===== src/rtl/mdio_master.sv =====
// mdio_master: IEEE 802.3 Clause 22 MDIO master on the CSR bus.
// Ports: sys_clk/sys_rst, csr_a/we/di/do, irq, phy_mdc, phy_mdio_o/oe/i.
module mdio_master #(
    parameter logic [3:0]  csr_addr = 4'h0,
    parameter int unsigned clk_div  = 10
) (
    input  logic        sys_clk,
    input  logic        sys_rst,
    input  logic [13:0] csr_a,
    input  logic        csr_we,
    input  logic [31:0] csr_di,
    output logic [31:0] csr_do,
    output logic        irq,
    output logic        phy_mdc,
    output logic        phy_mdio_o,
    output logic        phy_mdio_oe,
    input  logic        phy_mdio_i
);
    typedef enum logic [2:0] {
        S_IDLE, S_PRE, S_HDR, S_TA, S_DATA
    } state_t;

    localparam logic [15:0] TICK_MAX = 16'(clk_div - 1);

    state_t      state, state_n;
    logic [5:0]  bit_cnt, bit_n;
    logic [15:0] tick, tick_n;
    logic        mdc_n, mdo_n, oe_n;
    logic [31:0] shreg, sh_n;
    logic [15:0] rsh, rsh_n;
    logic        wr_q, wr_n;
    logic        fin;
    logic        mdi_s1, mdi_s2;
    logic [15:0] wdata, rdata;
    logic        done, irq_en, busy;
    logic        sel, cmd_go;
    logic        unused_bits;

    assign sel    = csr_a[13:10] == csr_addr;
    assign busy   = state != S_IDLE;
    assign cmd_go = sel && csr_we && csr_a[1:0] == 2'd0 && !busy;
    assign unused_bits = ^{csr_di[31:16], csr_a[9:2]};

    always_comb begin
        state_n = state;
        bit_n   = bit_cnt;
        tick_n  = tick;
        mdc_n   = phy_mdc;
        mdo_n   = phy_mdio_o;
        oe_n    = phy_mdio_oe;
        sh_n    = shreg;
        rsh_n   = rsh;
        wr_n    = wr_q;
        fin     = 1'b0;
        if (state == S_IDLE) begin
            mdc_n = 1'b0;
            mdo_n = 1'b1;
            oe_n  = 1'b0;
            if (cmd_go) begin
                // Preamble is implicit; shreg holds ST..DATA.
                state_n = S_PRE;
                bit_n   = 6'd0;
                tick_n  = 16'd0;
                oe_n    = 1'b1;
                wr_n    = csr_di[10];
                sh_n    = {2'b01,
                           csr_di[10] ? 2'b01 : 2'b10,
                           csr_di[9:5], csr_di[4:0],
                           csr_di[10] ? 2'b10 : 2'b11,
                           wdata};
            end
        end else begin
            // Sample on the first high cycle of each data bit.
            if (state == S_DATA && phy_mdc && tick == 16'd0)
                rsh_n = {rsh[14:0], mdi_s2};
            if (tick != TICK_MAX) begin
                tick_n = tick + 16'd1;
            end else begin
                tick_n = 16'd0;
                mdc_n  = ~phy_mdc;
                if (phy_mdc) begin
                    if (bit_cnt == 6'd63) begin
                        state_n = S_IDLE;
                        bit_n   = 6'd0;
                        mdo_n   = 1'b1;
                        oe_n    = 1'b0;
                        fin     = 1'b1;
                    end else begin
                        bit_n = bit_cnt + 6'd1;
                        unique case (1'b1)
                            bit_n == 6'd32: state_n = S_HDR;
                            bit_n == 6'd46: state_n = S_TA;
                            bit_n == 6'd48: state_n = S_DATA;
                            default: ;
                        endcase
                        if (bit_n[5]) begin
                            mdo_n = shreg[31];
                            sh_n  = {shreg[30:0], 1'b0};
                        end else begin
                            mdo_n = 1'b1;
                        end
                        oe_n = (bit_n < 6'd46) || wr_q;
                    end
                end
            end
        end
    end

    always_ff @(posedge sys_clk) begin
        if (sys_rst) begin
            state       <= S_IDLE;
            bit_cnt     <= 6'd0;
            tick        <= 16'd0;
            phy_mdc     <= 1'b0;
            phy_mdio_o  <= 1'b1;
            phy_mdio_oe <= 1'b0;
            shreg       <= 32'd0;
            rsh         <= 16'd0;
            wr_q        <= 1'b0;
        end else begin
            state       <= state_n;
            bit_cnt     <= bit_n;
            tick        <= tick_n;
            phy_mdc     <= mdc_n;
            phy_mdio_o  <= mdo_n;
            phy_mdio_oe <= oe_n;
            shreg       <= sh_n;
            rsh         <= rsh_n;
            wr_q        <= wr_n;
        end
    end

    always_ff @(posedge sys_clk) begin
        if (sys_rst) begin
            wdata  <= 16'd0;
            rdata  <= 16'd0;
            done   <= 1'b0;
            irq_en <= 1'b0;
            irq    <= 1'b0;
            csr_do <= 32'd0;
            mdi_s1 <= 1'b1;
            mdi_s2 <= 1'b1;
        end else begin
            mdi_s1 <= phy_mdio_i;
            mdi_s2 <= mdi_s1;
            irq    <= done & irq_en;
            if (sel && csr_we && csr_a[1:0] == 2'd1)
                wdata <= csr_di[15:0];
            if (sel && csr_we && csr_a[1:0] == 2'd2) begin
                irq_en <= csr_di[2];
                if (csr_di[1])
                    done <= 1'b0;
            end
            // Frame end overrides a same-cycle clear.
            if (fin)
                done <= 1'b1;
            if (fin && !wr_q)
                rdata <= rsh_n;
            csr_do <= 32'd0;
            if (sel) begin
                unique case (csr_a[1:0])
                    2'd0: csr_do <= 32'd0;
                    2'd1: csr_do <= {16'd0, wdata};
                    2'd2: csr_do <= {29'd0, irq_en, done, busy};
                    2'd3: csr_do <= {16'd0, rdata};
                endcase
            end
        end
    end
endmodule


===== config.mk =====
export PLATFORM = sky130hd
export DESIGN_NAME = mdio_master
export DESIGN_NICKNAME = d
export VERILOG_FILES = /design/src/rtl/mdio_master.sv
export SDC_FILE = /design/constraint.sdc
export NUM_CORES = 1
export LEC_CHECK = 0
export BUFFER_PORTS_ARGS = -buffer_cell sky130_fd_sc_hd__buf_2
export CAP_MARGIN = 20
export CORE_AREA = 2 2 143 145
export CTS_BUF_LIST = sky130_fd_sc_hd__clkbuf_4
export CTS_CLUSTER_SIZE = 12
export DETAILED_ROUTE_END_ITERATION = 8
export DIE_AREA = 0 0 145 147
export GPL_ROUTABILITY_DRIVEN = 0
export PLACE_DENSITY = 0.6
export SLEW_MARGIN = 20
export SYNTH_ARGS = -nofsm -noshare
export SYNTH_HDL_FRONTEND = slang
export SYNTH_SLANG_ARGS = --single-unit

===== constraint.sdc =====
create_clock -name sys_clk -period 2.1 [get_ports sys_clk]
set_clock_uncertainty 0.05 [all_clocks]
set_input_delay 0.42 -clock sys_clk [delete_from_list [all_inputs] [get_ports sys_clk]]
set_output_delay 0.42 -clock sys_clk [all_outputs]
set_load 0.05 [all_outputs]

==> impl_metrics.yaml, run 1 <==
clock_network:
  tritoncts: "done"
  clock-sinks: 130
  clock_latency_ps: 560
  cts_made_buffers: 17
  max-clock-path-buffers: 2
  h-tree-depth: 4
  cts_root_buf: "clkbuf_4"
  path_clk_slew_ps: 120
sta:
  setup_ws_ps: -48.77
  finalSetupViolCount: 16
  fin_crit_ps: 2149
  period_share_pct: 102.3
  max_freq_mhz: 465.4
  setup_tns_ps: -539.3
  maxSlewViolCount: 0
  hold_viol: 0
  grt_setup_unrepaired: "true"
  timing.hold.ws_ps: 39.05
min_path:
  min_path_type: "in -> reg"
routing:
  drc: 0
  wire_per_inst_um: 13.40
  routed-via-count: 5020
  ant_nets: 0
  detail_route.vias_per_cell: 4.683
  drt-pass1-iter-count: 5
  routed_wl_um: 14360
  drtIter0Drc: 336
logic_synthesis:
  synth_ff_type: "dfxtp_1"
  synth_cells: 694
  ys_ff_latch: 130
  seq_area_frac_synth_pct: 44.46
  ys_types: 56
  synth_area_sq_um: 5853
  synth-async-reset-ratio_pct: 0
  synth_area_per_cell_sq_um: 8.434
  yosys_warnings: 0
  synth_edf_count: 0
placement:
  io_buffers: 45
  dp.cells: 1026
  post-dp-hpwl_um: 9319
finish:
  drive_gt1_share_pct: 24.97
  finalNetCount: 844
  mostFrequentLayoutCell: "nand2_1"
  multi_input_area_sq_um: 3097
  fillers: 2047
  fin_cells: 1072
  register_area_sq_um: 2606
  area_growth_pct: 25.57
  layout_common_cells: "nand2_1, dfxtp_1, nor2_1, buf_4, a21oi_1"
power:
  swShare_pct: 25.61
  p_leak_nw: 2.611
  internal_power_mw: 3.377
  comb_power_share_pct: 4.6
  pwr_density_cell_nw_per_um2: 617.6
  clockPowerShare_pct: 40.9
  irDropWorstVdd_mv: 0.2776
  seqPwrFrac_pct: 54.5
  switchingPower_mw: 1.162
  power_mw: 4.539
floorplan:
  die_h_um: 147
  die_area_sq_um: 21320
  coreArea_sq_um: 19840
  dieWidth_um: 145
  start_util_pct: 29.50
  io_pins: 86
  rows: 52
setup_path:
  worstSetupPathType: "reg -> reg"
  critPathLaunchType: "flip-flop"
  required_ps: 2500
  end_kind: "flip-flop"
  crit_arrival_ps: 2540
  path_max_fanout: 8
  r2r_slack_ps: -50
global_route:
  antenna_found_initial: 1
  grt_pass1_vias: 4526
  grt_max_degree: 40
  grt_use_total_pct: 13.00
  grt_overflow: 0
  grt_pass1_wl_um: 22510
run_status:
  violations: "negative setup slack"
  status: "complete, but fails checks"
flow_run:
  max_cap_viol_count: 0
[power by group through the flow]
stage / Combinational (mW) / Clock (mW) / Sequential (mW)
finish: 0.209 / 1.86 / 2.47
global route: 0.225 / 2.02 / 2.47
CTS: 0.210 / 1.91 / 2.47
detailed placement: 0.205 / 0 / 2.53
global placement: 0.205 / 0 / 2.53
floorplan: 0.160 / 0 / 2.53
[per-stage QoR]
stage	setup slack, ps	utilization (%)	cell area [sq um]
after floorplan	25.70	-	5919
after detailed placement	-83.39	34.05	6758
after global placement	-210.9	34.00	6746
after global routing	-125.2	37.04	7350
after CTS	-5.315	35.91	7127
final	-48.77	37.04	7350
[worst max-delay path, cell delays in order, from the launching register on]
cell	delay (ps)
dfxtp_2	360
nor4_4	270
buf_4	160
nand4_4	140
or2_4	300
nor4_4	230
buf_4	180
buf_6	120
clkbuf_16	160
a211oi_1	60
[worst paths after layout]
check / from / endpoint / cells past startpoint
worst max register to register: tick[14] / rdata[5] / 9
worst max-delay path: tick[14] / rdata[5] / 9
worst min-delay path: csr_di[13] / wdata[13] / 3
worst min register to register: mdi_s1 / mdi_s2 / 1
[kinds of logic (layout without fill, tap and decap cells)]
logic type	after synthesis	in the layout	share of synthesized area, %
adder cells (fa/ha/maj)	6	6	1.283
AO/OA/AOI/OAI	156	156	18.36
other	1	17	0.06407
AND/OR/NAND/NOR	294	294	23.30
flip-flops	130	130	44.46
XOR/XNOR	2	2	0.2993
buffers and inverters	68	160	5.836
multiplexers	37	37	6.392
[synthesized netlist by cell type, types with 4 or more instances]
| master | instances | area (sq um) |
|---|---|---|
| dfxtp_1 | 130 | 2603 |
| nor2_1 | 81 | 304.0 |
| nand3_1 | 15 | 75.07 |
| a41oi_1 | 5 | 43.79 |
| or3_1 | 4 | 25.02 |
| clkbuf_1 | 35 | 131.4 |
| mux2i_1 | 34 | 340.3 |
| a22oi_1 | 6 | 45.04 |
| a211oi_1 | 5 | 37.54 |
| buf_2 | 6 | 30.03 |
| a21o_1 | 26 | 195.2 |
| a311oi_1 | 10 | 87.58 |
| a21oi_1 | 59 | 295.3 |
| o21ai_0 | 15 | 75.07 |
| nor2b_1 | 8 | 50.05 |
| nor3_1 | 14 | 70.07 |
| ha_1 | 6 | 75.07 |
| and3_1 | 5 | 31.28 |
| a211oi_2 | 13 | 162.7 |
| nand2_1 | 139 | 521.8 |
| inv_1 | 7 | 26.28 |
| buf_4 | 17 | 127.6 |
[cell type report]
cell class	instances	area share (%)
multi-input combinational	511	42.13
sequential	130	35.46
timing repair buffer	121	13.13
tap	270	4.597
clock inverter	14	2.451
clock buffer	18	1.839
inverter	7	0.3575
antenna	1	0.03405
[flip-flops by register name, indices dropped and copies added (netlist names), 3 cells and up]
signal and flops:
wdata 16, state 3, tick 16, rdata 16, csr_do 16, shreg 32, bit_cnt 6, rsh 16
[metal layers]
layer,vias to the layer above,wire length (um),track usage [%]
met1,2337,6903,17.51
met3,21,526,3.075
met5,-,0,0
li1,2565,-,-
met2,97,6661,20.12
met4,0,272,5.248
[timing repair]
action	in CTS	in global routing
gates resized for setup	5	21
pin swaps	1	21
buffers inserted	0	6
setup endpoints to repair	34	76
endpoints found under the hold margin	3	0
hold buffers	3	0
gates cloned	0	4
No activity file was read; power rests on OpenSTA's default activity.
==> run 2: changes to the inputs <==
--- a/config.mk
+++ b/config.mk
@@ -18,3 +18,4 @@
 export SYNTH_ARGS = -nofsm -noshare
 export SYNTH_HDL_FRONTEND = slang
 export SYNTH_SLANG_ARGS = --single-unit
+export TNS_END_PERCENT = 5
==> run 2 against run 1 <==
The run still ends with negative setup slack left. Via count is 0.26% higher. Combinational power hardly changed. Global-route usage is 0.35 points higher. Sequential share of layout area is 0.36 points higher. Die area stayed put. Worst hold slack better by 7.4 ps. Sequential cell count stayed put. Count of clock-buffer cells in the layout is 1 lower. Final area is 0.95% lower. Critical path depth stayed put. Critical endpoint is now rdata[6]. Largest cell class unchanged.
==> impl_metrics.yaml, run 2 (synthesized netlist as in run 1, its figures left out) <==
min_path:
  min_path_type: "in -> reg"
clock_network:
  path_clk_slew_ps: 130
  cts_root_buf: "clkbuf_4"
  clock-sinks: 130
  h-tree-depth: 4
  tritoncts: "done"
  max-clock-path-buffers: 2
  cts_made_buffers: 17
  clock_latency_ps: 570
floorplan:
  dieWidth_um: 145
  die_h_um: 147
  start_util_pct: 29.50
  die_area_sq_um: 21320
  coreArea_sq_um: 19840
  io_pins: 86
  rows: 52
setup_path:
  worstSetupPathType: "reg -> reg"
  required_ps: 2490
  end_kind: "flip-flop"
  path_max_fanout: 8
  crit_arrival_ps: 2500
  critPathLaunchType: "flip-flop"
routing:
  drc: 0
  routed_wl_um: 14110
  routed-via-count: 5033
  ant_nets: 0
  wire_per_inst_um: 13.12
  detail_route.vias_per_cell: 4.682
  drtIter0Drc: 271
  drt-pass1-iter-count: 5
finish:
  largest_register_ffs: 32
  finalNetCount: 847
  mostFrequentLayoutCell: "nand2_1"
  layout_common_cells: "nand2_1, dfxtp_1, nor2_1, buf_4, a21oi_1"
  top_register: "shreg"
  area_growth_pct: 24.37
  drive_gt1_share_pct: 24.88
global_route:
  grt_max_degree: 40
  grt_use_total_pct: 13.34
  grt_pass1_wl_um: 23160
  grt_pass1_vias: 4748
  grt_overflow: 0
  antenna_found_initial: 1
power:
  pwr_density_cell_nw_per_um2: 595.3
  p_leak_nw: 2.578
  irDropWorstVdd_mv: 0.2834
sta:
  hold_viol: 0
  fin_crit_ps: 2107
  period_share_pct: 100.3
  timing.hold.ws_ps: 46.47
  max_freq_mhz: 474.5
  finalSetupViolCount: 4
  setup_ws_ps: -7.289
  grt_setup_unrepaired: "true"
  maxSlewViolCount: 0
flow_run:
  max_cap_viol_count: 0
run_status:
  violations: "negative setup slack"
  status: "complete, but fails checks"
placement:
  post-dp-hpwl_um: 9417
  dp_worst_setup_slack_ps: -103.6
  io_buffers: 45
run 2: repair_timing:
item / in CTS / in global routing
buffers inserted: 0 / 6
endpoints found under the setup margin: 30 / 63
gates resized for setup: 1 / 23
cloned: 0 / 3
hold buffers: 5 / 0
pin swaps: 2 / 22
hold endpoints to repair: 5 / 0
run 2: power breakdown:
part	internal (mW)	switching [mW]
Combinational	0.0533	0.155
Clock	0.614	1.04
Sequential	2.47	0.00284
Total	3.14	1.20
run 2: stage by stage:
step / cells / total power, mW / cell area (sq um) / setup TNS (ps) / util (%)
3_5_place_dp: 1028 / 2.729 / 6739 / -123.0 / 33.96
3_3_place_gp: 1027 / 2.729 / 6728 / -1378 / 33.90
6_report: 1075 / 4.334 / 7279 / -18.50 / 36.68
2_1_floorplan: 709 / 2.687 / 5911 / -246.8 / -
4_1_cts: 1065 / 4.391 / 7073 / -28.72 / 35.64
5_1_grt: 1075 / 4.522 / 7279 / -1753 / 36.68
run 2: worst paths after layout:
check	end	slack (ps)	depth (start not counted)	startpoint
worst max-delay path	rdata[6]	-7	9	tick[14]
worst min-delay path	wdata[11]	50	3	csr_di[11]
worst max register to register	rdata[6]	-7	9	tick[14]
worst min register to register	mdi_s2	400	1	mdi_s1
run 2: final cells by class:
class	count	area [sq um]
Timing Repair Buffer	124	958.4
Fill cell	2040	12560
Sequential cell	130	2608
Multi-Input combinational cell	511	3072
Antenna cell	1	2.502
Clock inverter	15	147.6
Clock buffer	17	127.6
Tap cell	270	337.8
Inverter	7	26.28
run 2: worst max-delay path, stage by stage, from the launching register on:
cell and delay [ps]:
dfxtp_2 340, nor4_2 260, buf_4 160, nand4_4 140, or2_4 310, nor4_4 220
buf_6 180, buf_12 110, clkbuf_16 150, a211oi_1 60
run 2: per-layer routing:
metal / track usage (%) / routed length [um] / vias up
met5: 0 / 0 / -
met4: 5.594 / 242 / 0
met3: 2.950 / 513 / 19
met2: 21.07 / 6609 / 98
met1: 17.68 / 6742 / 2333
li1: - / - / 2583
==> run 3: changes to the inputs <==
--- a/config.mk
+++ b/config.mk
@@ -7,13 +7,15 @@
 export LEC_CHECK = 0
 export BUFFER_PORTS_ARGS = -buffer_cell sky130_fd_sc_hd__buf_2
 export CAP_MARGIN = 20
+export CELL_PAD_IN_SITES_DETAIL_PLACEMENT = 1
+export CELL_PAD_IN_SITES_GLOBAL_PLACEMENT = 1
 export CORE_AREA = 2 2 143 145
 export CTS_BUF_LIST = sky130_fd_sc_hd__clkbuf_4
 export CTS_CLUSTER_SIZE = 12
 export DETAILED_ROUTE_END_ITERATION = 8
 export DIE_AREA = 0 0 145 147
 export GPL_ROUTABILITY_DRIVEN = 0
-export PLACE_DENSITY = 0.6
+export PLACE_DENSITY = 0.72
 export SLEW_MARGIN = 20
 export SYNTH_ARGS = -nofsm -noshare
 export SYNTH_HDL_FRONTEND = slang
==> run 3 against run 2 <==
The flow still finishes with violations (negative setup slack). Core utilization shrank 0.42 points. Final cell count decreased by 0.93%. Sequential cell count unchanged. Sequential power hardly changed. Combinational power hardly changed. Sequential share of layout area up 0.38 points. Via count up 0.93%. Worst hold slack improved by 3.8 ps. Critical path type unchanged.
==> impl_metrics.yaml, run 3 (synthesized netlist as in run 1, its figures left out) <==
sta:
  hold_viol: 0
  maxSlewViolCount: 0
  setup_ws_ps: -8.667
  fin_crit_ps: 2109
  period_share_pct: 100.4
  timing.hold.ws_ps: 50.25
  grt_setup_unrepaired: "true"
  max_freq_mhz: 474.2
  finalSetupViolCount: 4
power:
  pwr_density_cell_nw_per_um2: 616.8
  seqPwrFrac_pct: 55.7
  clockPowerShare_pct: 39.6
  irDropWorstVdd_mv: 0.3106
  internal_power_mw: 3.258
  switchingPower_mw: 1.180
  p_leak_nw: 2.547
  swShare_pct: 26.59
  comb_power_share_pct: 4.7
setup_path:
  critPathLaunchType: "flip-flop"
  end_kind: "flip-flop"
  required_ps: 2510
  worstSetupPathType: "reg -> reg"
  path_max_fanout: 8
  crit_arrival_ps: 2520
clock_network:
  tritoncts: "done"
  path_clk_slew_ps: 130
  cts_made_buffers: 17
  clock-sinks: 130
  h-tree-depth: 4
  clock_latency_ps: 550
  max-clock-path-buffers: 2
  cts_root_buf: "clkbuf_4"
floorplan:
  rows: 52
  die_area_sq_um: 21320
  start_util_pct: 29.50
  die_h_um: 147
  io_pins: 86
  dieWidth_um: 145
  coreArea_sq_um: 19840
routing:
  drtIter0Drc: 338
  drt-pass1-iter-count: 5
  ant_nets: 0
  routed_wl_um: 15410
  wire_per_inst_um: 14.47
  routed-via-count: 5080
  drc: 0
  detail_route.vias_per_cell: 4.770
min_path:
  min_path_type: "in -> reg"
global_route:
  grt_max_degree: 57
  grt_pass1_wl_um: 25520
  grt_overflow: 0
  grt_pass1_vias: 5045
  antenna_found_initial: 1
  grt_use_total_pct: 14.72
finish:
  mostFrequentLayoutCell: "nand2_1"
  largest_register_ffs: 32
  layout_common_cells: "nand2_1, dfxtp_1, nor2_1, a21oi_1, buf_4"
  final_area_sq_um: 7196
  area_growth_pct: 22.94
  top_register: "shreg"
  drive_gt1_share_pct: 23.30
  fin_cells: 1065
  finalNetCount: 837
placement:
  io_buffers: 45
  dp.cells: 1026
  placed_area_sq_um: 6760
  post-dp-hpwl_um: 10510
run_status:
  violations: "negative setup slack"
  status: "complete, but fails checks"
flow_run:
  max_cap_viol_count: 0
## run 3: cell types whose count changed in the layout (fill, tap and decap cells not counted), sizes merged
cell	delta
buf	-6
clkinv	+4
clkinvlp	-4
dlygate4sd3	-3
inv	-2
bufinv	+1
## run 3: layout make-up
type                    count  area [sq um]
diodes                      1         2.502
clock buffers              18         135.1
clock inverters            14         153.9
repair buffers            114         888.4
well taps                 270         337.8
inverters                   7         26.28
multi-input cells         511          3047
flip-flops and latches    130          2605
fillers                  2359         12650
## run 3: timing repair
action,in CTS,in global routing
hold buffers,2,0
endpoints found under the hold margin,2,0
resized for setup,11,5
buffers inserted,3,0
setup endpoints to repair,51,60
gates cloned,1,1
pin swaps,11,7
## run 3: final timing paths
check	from	end	slack, ps	cells past startpoint
max	tick[5]	rdata[5]	-9	9
min	csr_di[15]	wdata[15]	50	3
max reg2reg	tick[5]	rdata[5]	-9	9
min reg2reg	mdi_s1	mdi_s2	400	1
## run 3: stage by stage
step                setup slack (ps)  utilization [%]  TNS (ps)  power, mW
floorplan                     -12.34                -    -246.8      2.687
global placement              -243.2            34.05     -5647      2.734
detailed placement            -155.6            34.07     -4631      2.735
CTS                           -65.93            36.15    -818.0      4.498
global route                  -131.5            36.26     -3929      4.624
finish                        -8.667            36.26    -19.54      4.439
## run 3: worst max-delay path: stages, from the launching register on
cell	delay, ps
dfxtp_1	360
nor4_4	350
nand4_4	170
buf_12	170
or2_4	260
nor4_4	160
buf_6	180
buf_12	130
nor2_1	60
a211oi_2	150
## run 3: power by group through the flow
stage                     clock network [mW]  registers, mW  logic [mW]
after CTS                               1.81           2.47       0.211
after global routing                    1.92           2.47       0.224
after detailed placement                   0           2.53       0.207
after floorplan                            0           2.53       0.159
after global placement                     0           2.53       0.206
final                                   1.76           2.47       0.210
## run 3: per-layer routing
| metal | up-vias | GRT usage, % | share of wire [%] |
|---|---|---|---|
| met5 | - | 0 | 0 |
| met4 | 0 | 4.109 | 1.7 |
| met3 | 20 | 3.416 | 2.4 |
| met2 | 59 | 24.76 | 49 |
| met1 | 2453 | 18.99 | 47 |
| li1 | 2548 | - | - |
